===== config.mk =====
export PLATFORM = sky130hd
export DESIGN_NAME = mem_port_arbiter
export DESIGN_NICKNAME = d
export VERILOG_FILES = /design/src/rtl/mem_port_arbiter_pkg.sv /design/src/rtl/mem_port_arbiter_timeout_ctr.sv /design/src/rtl/mem_port_arbiter.sv
export SDC_FILE = /design/constraint.sdc
export NUM_CORES = 1
export LEC_CHECK = 0
export ABC_AREA = 0
export CAP_MARGIN = 10
export CORE_AREA = 5 5 120 88
export DETAILED_ROUTE_END_ITERATION = 8
export DIE_AREA = 0 0 125 93
export DONT_BUFFER_PORTS = 1
export GPL_TIMING_DRIVEN = 0
export PLACE_DENSITY = 0.8
export SLEW_MARGIN = 20
export SYNTH_ARGS = -nofsm -noshare
export SYNTH_HDL_FRONTEND = slang
export SYNTH_SLANG_ARGS = --single-unit

===== constraint.sdc =====
create_clock -name clk -period 5.26 [get_ports clk]
set_clock_uncertainty 0.15 [all_clocks]
set_input_delay 0.789 -clock clk [delete_from_list [all_inputs] [get_ports clk]]
set_output_delay 0.789 -clock clk [all_outputs]
set_load 0.02 [all_outputs]

===== src/rtl/mem_port_arbiter_pkg.sv =====
// Shared encodings for the unified-memory port arbiter and its watchdog.
// Latency: n/a (constants only).
// Backpressure: n/a.
package mem_port_arbiter_pkg;

    // Arbiter FSM state encoding
    localparam logic [1:0] ST_IDLE   = 2'd0;
    localparam logic [1:0] ST_BUSY_I = 2'd1;
    localparam logic [1:0] ST_BUSY_D = 2'd2;
    localparam logic [1:0] ST_ERR    = 2'd3;

    // Owner of the most recent grant, used to alternate ties
    localparam logic OWN_I = 1'b0;
    localparam logic OWN_D = 1'b1;

    // Default watchdog limit in unacknowledged memory cycles
    localparam int DEFAULT_TIMEOUT = 255;

endpackage


===== src/rtl/mem_port_arbiter_timeout_ctr.sv =====
// Saturating bus watchdog: counts enabled cycles since the last clear.
// Latency: expire is combinational, high in the cycle whose count step would reach TIMEOUT.
// Backpressure: none; the owner decides what to do with expire.
// Ports: clk/rstn clock and async active-low reset; clear zeroes the count
// (wins over enable); enable counts one cycle; expire flags the limit cycle.
module mem_timeout_ctr #(
    parameter int TIMEOUT = 255
) (
    input  logic clk,
    input  logic rstn,
    input  logic clear,
    input  logic enable,
    output logic expire
);

    localparam int CW = (TIMEOUT < 1) ? 1 : $clog2(TIMEOUT + 1);

    logic [CW-1:0] cnt_q;
    logic [CW-1:0] cnt_d;

    // Expire when this enabled cycle would bring the count to TIMEOUT.
    assign expire = enable && (cnt_q == CW'(TIMEOUT - 1));

    always_comb begin
        cnt_d = cnt_q;
        if (clear) begin
            cnt_d = '0;
        end else if (enable && (cnt_q != CW'(TIMEOUT))) begin
            // Saturate rather than wrap so a stuck enable never re-arms.
            cnt_d = cnt_q + CW'(1);
        end
    end

    always_ff @(posedge clk or negedge rstn) begin
        if (!rstn) begin
            cnt_q <= '0;
        end else begin
            cnt_q <= cnt_d;
        end
    end

endmodule


===== src/rtl/mem_port_arbiter.sv =====
// Shares one single-port memory between instruction fetch (I) and load/store (D).
// Latency: gnt combinational in IDLE; m_req next cycle; rvalid the cycle after m_ack.
// Backpressure: one transaction in flight; requesters hold req until gnt, gnt is 0 while busy.
// Ports: i_* fetch requester, d_* data requester, m_* memory side,
// busy = not IDLE, err = sticky watchdog trap (terminal until rstn).
module mem_port_arbiter
    import mem_port_arbiter_pkg::*;
#(
    parameter int ADDR_W  = 32,
    parameter int DATA_W  = 32,
    parameter int TIMEOUT = DEFAULT_TIMEOUT
) (
    input  logic              clk,
    input  logic              rstn,
    input  logic              i_req,
    input  logic [ADDR_W-1:0] i_addr,
    output logic              i_gnt,
    output logic              i_rvalid,
    output logic [DATA_W-1:0] i_rdata,
    input  logic              d_req,
    input  logic [ADDR_W-1:0] d_addr,
    input  logic [3:0]        d_we,
    input  logic [DATA_W-1:0] d_wdata,
    output logic              d_gnt,
    output logic              d_rvalid,
    output logic [DATA_W-1:0] d_rdata,
    output logic              m_req,
    output logic [ADDR_W-1:0] m_addr,
    output logic [3:0]        m_we,
    output logic [DATA_W-1:0] m_wdata,
    input  logic              m_ack,
    input  logic [DATA_W-1:0] m_rdata,
    output logic              busy,
    output logic              err
);

    logic [1:0]        state_q,      state_d;
    logic              last_owner_q, last_owner_d;
    logic              m_req_q,      m_req_d;
    logic [ADDR_W-1:0] m_addr_q,     m_addr_d;
    logic [3:0]        m_we_q,       m_we_d;
    logic [DATA_W-1:0] m_wdata_q,    m_wdata_d;
    logic              i_rvalid_q,   i_rvalid_d;
    logic [DATA_W-1:0] i_rdata_q,    i_rdata_d;
    logic              d_rvalid_q,   d_rvalid_d;
    logic [DATA_W-1:0] d_rdata_q,    d_rdata_d;

    logic              st_idle;
    logic              st_busy;
    logic              tmo_expire;
    logic [DATA_W-1:0] cpl_data;

    assign st_idle = (state_q == ST_IDLE);
    assign st_busy = (state_q == ST_BUSY_I) || (state_q == ST_BUSY_D);

    // Ties go to whoever did not own the previous grant.
    assign i_gnt = st_idle && i_req && (!d_req || (last_owner_q == OWN_D));
    assign d_gnt = st_idle && d_req && (!i_req || (last_owner_q == OWN_I));

    // Writes return zero data rather than whatever the memory drives.
    assign cpl_data = (m_we_q != 4'd0) ? '0 : m_rdata;

    mem_timeout_ctr #(
        .TIMEOUT (TIMEOUT)
    ) u_tmo (
        .clk    (clk),
        .rstn   (rstn),
        .clear  (i_gnt || d_gnt),
        .enable (st_busy && !m_ack),
        .expire (tmo_expire)
    );

    always_comb begin
        state_d      = state_q;
        last_owner_d = last_owner_q;
        m_req_d      = m_req_q;
        m_addr_d     = m_addr_q;
        m_we_d       = m_we_q;
        m_wdata_d    = m_wdata_q;
        i_rvalid_d   = 1'b0;
        i_rdata_d    = i_rdata_q;
        d_rvalid_d   = 1'b0;
        d_rdata_d    = d_rdata_q;

        case (state_q)
            ST_IDLE: begin
                if (i_gnt) begin
                    m_addr_d     = i_addr;
                    m_we_d       = 4'd0;
                    m_wdata_d    = '0;
                    m_req_d      = 1'b1;
                    last_owner_d = OWN_I;
                    state_d      = ST_BUSY_I;
                end else if (d_gnt) begin
                    m_addr_d     = d_addr;
                    m_we_d       = d_we;
                    m_wdata_d    = d_wdata;
                    m_req_d      = 1'b1;
                    last_owner_d = OWN_D;
                    state_d      = ST_BUSY_D;
                end
            end
            ST_BUSY_I, ST_BUSY_D: begin
                // An ack in the expiry cycle still completes normally.
                if (m_ack) begin
                    m_req_d = 1'b0;
                    state_d = ST_IDLE;
                    if (state_q == ST_BUSY_I) begin
                        i_rvalid_d = 1'b1;
                        i_rdata_d  = cpl_data;
                    end else begin
                        d_rvalid_d = 1'b1;
                        d_rdata_d  = cpl_data;
                    end
                end else if (tmo_expire) begin
                    m_req_d = 1'b0;
                    state_d = ST_ERR;
                end
            end
            default: begin
                // ERR: terminal, owner never completes.
                m_req_d = 1'b0;
            end
        endcase
    end

    always_ff @(posedge clk or negedge rstn) begin
        if (!rstn) begin
            state_q      <= ST_IDLE;
            last_owner_q <= OWN_D;
            m_req_q      <= 1'b0;
            m_addr_q     <= '0;
            m_we_q       <= 4'd0;
            m_wdata_q    <= '0;
            i_rvalid_q   <= 1'b0;
            i_rdata_q    <= '0;
            d_rvalid_q   <= 1'b0;
            d_rdata_q    <= '0;
        end else begin
            state_q      <= state_d;
            last_owner_q <= last_owner_d;
            m_req_q      <= m_req_d;
            m_addr_q     <= m_addr_d;
            m_we_q       <= m_we_d;
            m_wdata_q    <= m_wdata_d;
            i_rvalid_q   <= i_rvalid_d;
            i_rdata_q    <= i_rdata_d;
            d_rvalid_q   <= d_rvalid_d;
            d_rdata_q    <= d_rdata_d;
        end
    end

    assign m_req    = m_req_q;
    assign m_addr   = m_addr_q;
    assign m_we     = m_we_q;
    assign m_wdata  = m_wdata_q;
    assign i_rvalid = i_rvalid_q;
    assign i_rdata  = i_rdata_q;
    assign d_rvalid = d_rvalid_q;
    assign d_rdata  = d_rdata_q;
    assign busy     = !st_idle;
    assign err      = (state_q == ST_ERR);

endmodule

### Yosys cells after proc, flatten, opt, wreduce, memory -nomap -nowiden

Index checks and enable logic that the tools add are counted.

| word-level totals | value |
|---|---|
| output and inout port bits | 139 |
| logic and storage cells | 73 |
| input port bits | 137 |
| register bits after elaboration | 146 |

| operators by class | value |
|---|---|
| bitwise logic cells | 2 |
| add/sub/neg operators | 1 |
| mux-type cells | 26 |
| reduce and logical (&&, ||, !) cells | 26 |
| equal/unequal tests | 7 |

Operators with widths:

| kind | count |
|---|---|
| $mux 32 | 5 |
| $mux 8 | 2 |
| $mux 1 | 11 |
| $reduce_and 3->1 | 3 |
| $add 8x1->8 const B | 1 |
| $eq 8x8->1 const B | 1 |
| $mux 2 | 4 |
| $mux 4 | 2 |
| $ne 8x8->1 const B | 1 |
| $logic_and 1x1->1 | 7 |
| $ne 3x3->1 const B | 2 |
| $reduce_bool 2->1 | 3 |
| $eq 2x2->1 const B | 2 |
| $logic_not 1->1 | 4 |
| $logic_or 1x1->1 | 4 |
| $pmux 2 s2 | 1 |
| $reduce_and 2->1 | 2 |
| $reduce_bool 4->1 | 1 |
| $eq 2x1->1 const B | 1 |
| $logic_not 2->1 | 1 |
| $not 1->1 | 2 |
| $pmux 1 s2 | 1 |
| $reduce_or 2->1 | 1 |

### Logic depth before layout (Yosys ltp)

| depth | value |
|---|---|
| depth in word-level cells | 7 |
| depth in mapped cells | 8 |
| depth with buffers taken out | 6 |

### Hierarchy

Synthesis repeated with hierarchy kept, for this count alone.

| second synthesis, totals | value |
|---|---|
| cell total of the unflattened synthesis | 588 |
| area, all modules | 6108.4 um2 |

Modules (own cells, without submodules):

| module | times used | area an instance (um2) | cells an instance | seq. area each (um2) |
|---|---|---|---|---|
| mem_port_arbiter | 1 | 5629.1 | 538 | 3454.6 |
| mem_timeout_ctr | 1 | 479.2 | 50 | 200.2 |

### Worst setup path before layout

No wires, ideal clock.

| path | value |
|---|---|
| kind | input-to-output |
| start point | input port i_req |
| end point | output port d_gnt |
| stages on the path | 4 |
| data required time | 4.321 ns |
| slack | 2.854 ns |
| buffers on the path | 1 |
| data arrival time | 1.467 ns |
| path through | nand2_1 a21oi_4 nor2_1 clkbuf_1 |

| between the ends | value |
|---|---|
| word-level cells in the longest chain between the ends | 3 |

RTL lines:

| what | RTL line | text |
|---|---|---|
| start: declaration | mem_port_arbiter.sv:15 | `input logic i_req,` |
| $logic_not 1->1 | mem_port_arbiter.sv:58 | `assign d_gnt = st_idle && d_req && (!i_req \|\| (last_owner_q == OWN_I));` |
| $logic_or 1x1->1 | mem_port_arbiter.sv:58 |  |
| $logic_and 1x1->1 | mem_port_arbiter.sv:58 |  |
| end: declaration | mem_port_arbiter.sv:24 | `output logic d_gnt,` |

No other way between the ends.

### Worst setup path after layout

| path | value |
|---|---|
| start point | register state_q[1] |
| end point | output port d_gnt |

| between the ends | value |
|---|---|
| word-level cells in the longest chain between the ends | 3 |

RTL lines:

| what | RTL line | text |
|---|---|---|
| start: declaration | mem_port_arbiter.sv:37 | `logic [1:0] state_q, state_d;` |
| start signal: assignment | mem_port_arbiter.sv:140 | `state_q <= state_d;` |
| $logic_not 2->1 | mem_port_arbiter.sv:53 | `assign st_idle = (state_q == ST_IDLE);` |
| $logic_and 1x1->1 (2 in series) | mem_port_arbiter.sv:58 |  |

No other way between the ends.

==> flow_metrics.env <==
export IMPL_syn_area_um2=5850
export IMPL_final_cells=703
export IMPL_syn_inst=542
export IMPL_hold_path_class="in2async"
export IMPL_slew_violations=0
export IMPL_p_sw_uw=2190
export IMPL_power_internal_uw=2770
export IMPL_crit_slowest_cell="clkbuf_1"
export IMPL_num_vias=4272
export IMPL_hold_viol_final=0
export IMPL_p_clk_frac=0.236
export IMPL_post_cts_resized=0
export IMPL_grt_max_degree=146
export IMPL_cp_num_buf_inv=2
export IMPL_critPathMaxStageDelay_ps=640
export IMPL_routed_via_density=6.08
export IMPL_async_reset_ff_frac=1.00
export IMPL_drive_above_1_share=0.0887
export IMPL_coreArea_um2=9350
export IMPL_synth_top_cell_area_share=0.621
export IMPL_nets=704
export IMPL_synth_seq_area_share=0.625
export IMPL_setup_viol=0
export IMPL_maxCapViolCount=0
export IMPL_port_buffers=0
export IMPL_cts_sinks=146
export IMPL_htree_num_levels=4
export IMPL_place_inst=670
export IMPL_end_kind="output pin"
export IMPL_synth_cell_types=34
export IMPL_ys_seq_elements=146
export IMPL_cts_tree="yes"
export IMPL_critical_path_required_ps=4320
export IMPL_clockBufferDepth=2
export IMPL_yosysWarnings=0
export IMPL_crit_path_start_kind="flip-flop"
export IMPL_area_growth_pct=13.1
export IMPL_setup_tns_ps=0
export IMPL_clk_pin_slew_ps=60
export IMPL_drc_errors=0
export IMPL_worst_slew_pin_slew_ps=799
export IMPL_grt_pass1_vias=4306
export IMPL_diodes=0
export IMPL_cts_hold_repair_buffers=1
export IMPL_arrival_ps=2170
export IMPL_grt_pass1_wl_um=24400
export IMPL_overflow=0
export IMPL_finalWirelength_um=15800
export IMPL_maxSlewHeadroom=0.467
export IMPL_synth_avg_cell_area_um2=10.8
export IMPL_synth_top_area_cell="dfrtp_1"
export IMPL_ant_nets=0
export IMPL_reg2reg_depth=8
export IMPL_power_share_switching=0.442
export IMPL_drtIter0Drc=372
export IMPL_synth_edf_count=0
export IMPL_synth_ff_type="dfrtp_1"
export IMPL_wl_per_cell_um=22.4
export IMPL_crit_cells=5
export IMPL_crit_family="buffers and inverters"
export IMPL_p_leak_uw=0.00298
export IMPL_fmax_mhz=322
export IMPL_synth_area_leaders="dfrtp_1 62%, nand2_1 8.8%, o21ai_0 7.9%"
export IMPL_critical_path_class="reg2out"
export IMPL_start_util=0.626
export IMPL_die_area_um2=11600
export IMPL_pwr_density_cell_nw_per_um2=750
export IMPL_share_comb_of_total_power=0.240
export IMPL_placementRows=30
export IMPL_path_cells="inv_1 > ha_1 > o21ai_1 > nor2_1 > clkbuf_1"
export IMPL_boundaryPins=276
export IMPL_dp_hpwl_um=11500
export IMPL_die_x_um=125
export IMPL_dr_pass1_iters=5
export IMPL_crit_path_max_fanout=10
export IMPL_cts_setup_buffers=0
export IMPL_syn_num_nets=684
export IMPL_cts_root_buf="clkbuf_16"
export IMPL_die_h_um=93
export IMPL_grt_usage=0.268
export IMPL_period_needed_ps=3110
export IMPL_numCtsBuffers=17
export IMPL_antenna_found_initial=0
export IMPL_worstSkewPairLatency_ps=400
export IMPL_rsz0062_at_grt="false"
export IMPL_pwr_share_seq=0.524
export IMPL_fin_crit_sh=0.591
export IMPL_vdd_drop_max_mv=0.447
export IMPL_outcome="finished clean"
export IMPL_gp_congestion=0.869
layout by cell type (no fill, tap or decap), types with 2 or more instances in the layout:
master      instances
dfrtp_1           145
nand2_1           137
o21ai_0            92
a22o_1             37
mux2i_1            33
clkbuf_1           21
clkbuf_16          17
buf_2              12
o21ai_1             9
nor2_1              9
inv_1               8
a211oi_1            5
ha_1                5
nor3_1              4
buf_4               3
nor2b_1             3
clkinv_2            3
clkinv_4            3
clkinvlp_4          3
buf_1               2
a31oi_1             2
bufinv_16           2
flip-flops by register name, indices dropped and copies added, names as in the netlist:
| register | cells |
|---|---|
| d_rdata | 32 |
| i_rdata | 32 |
| u_tmo.cnt_q | 8 |
| m_wdata | 32 |
| i_rvalid | 1 |
| last_owner_q | 1 |
| m_we | 4 |
| d_rvalid | 1 |
| state_q | 2 |
| m_req | 1 |
| m_addr | 32 |
path summary, 6_finish.rpt:
kind / startpoint / end / slack (ps)
setup / recovery: state_q[1] / d_gnt / 2150
hold / removal: rstn / last_owner_q / 80
setup reg to reg: state_q[0] / d_rdata[25] / 2960
hold reg to reg: last_owner_q / last_owner_q / 360
max in group asynchronous: rstn / m_addr[24] / 4190
min in group clk: last_owner_q / last_owner_q / 360
worst reg2reg max path, cell delays in order (launching register included):
cell and delay [ps]:
dfrtp_1 380, inv_1 70, ha_1 350, nand2_1 120, or2_2 140, clkbuf_1 350
clkbuf_1 430, nand2_1 100, o21ai_0 120
Yosys cell counts, types with 2 or more instances:
library cell / count
dfrtp_1: 145
nand2_1: 137
o21ai_0: 92
a22o_1: 37
mux2i_1: 33
clkbuf_1: 19
buf_2: 12
nor2_1: 9
o21ai_1: 9
inv_1: 8
a211oi_1: 5
ha_1: 5
nor3_1: 4
buf_4: 3
nor2b_1: 3
a31oi_1: 2
buf_1: 2
metrics by stage:
step / util / setup WS, ps / area [um^2] / power (uW) / hold slack, ps
after floorplan: - / 2850 / 5850 / 3340 / 341
after global placement: 0.643 / 2570 / 6010 / 3680 / 347
after detailed placement: 0.643 / 2530 / 6010 / 3770 / 346
after CTS: 0.708 / 2160 / 6610 / 4980 / 65.9
after global routing: 0.708 / 1990 / 6610 / 5220 / 62.3
final: 0.708 / 2150 / 6610 / 4960 / 83.8
layer usage:
layer	vias to the layer above	part of all wire	global-route usage
li1	1908	-	-
met1	2124	0.38	0.321
met2	223	0.52	0.466
met3	17	0.091	0.0959
met4	0	0.011	0.0677
met5	-	0	0
cell families (layout without fill, tap and decap cells):
logic type	after synthesis	after routing	synth area share
muxes	33	33	0.0565
DFF	146	146	0.625
buffers and inverters	44	77	0.0327
xor gates and xnor gates	1	1	0.00150
AOI/OAI and AO/OA	152	152	0.162
and+or+nand+nor	161	161	0.111
adders and majority gates	5	5	0.0107
layout make-up:
| class | instances | area [um^2] |
|---|---|---|
| Timing Repair Buffer | 1 | 27.5 |
| Tap cell | 128 | 160 |
| Clock inverter | 12 | 133 |
| Buffer | 36 | 161 |
| Sequential cell | 146 | 3650 |
| Multi-Input combinational cell | 352 | 2000 |
| Inverter | 8 | 30.0 |
| Clock buffer | 20 | 447 |
| Fill cell | 681 | 2730 |
power groups by stage:
| stage | logic [uW] | clock network, uW | registers, uW |
|---|---|---|---|
| floorplan | 896 | 0 | 2450 |
| global placement | 1080 | 0 | 2600 |
| detailed placement | 1150 | 0 | 2620 |
| CTS | 1180 | 1180 | 2610 |
| global route | 1340 | 1240 | 2650 |
| finish | 1190 | 1170 | 2600 |
Note: power is estimated with default switching activity, not from simulation.
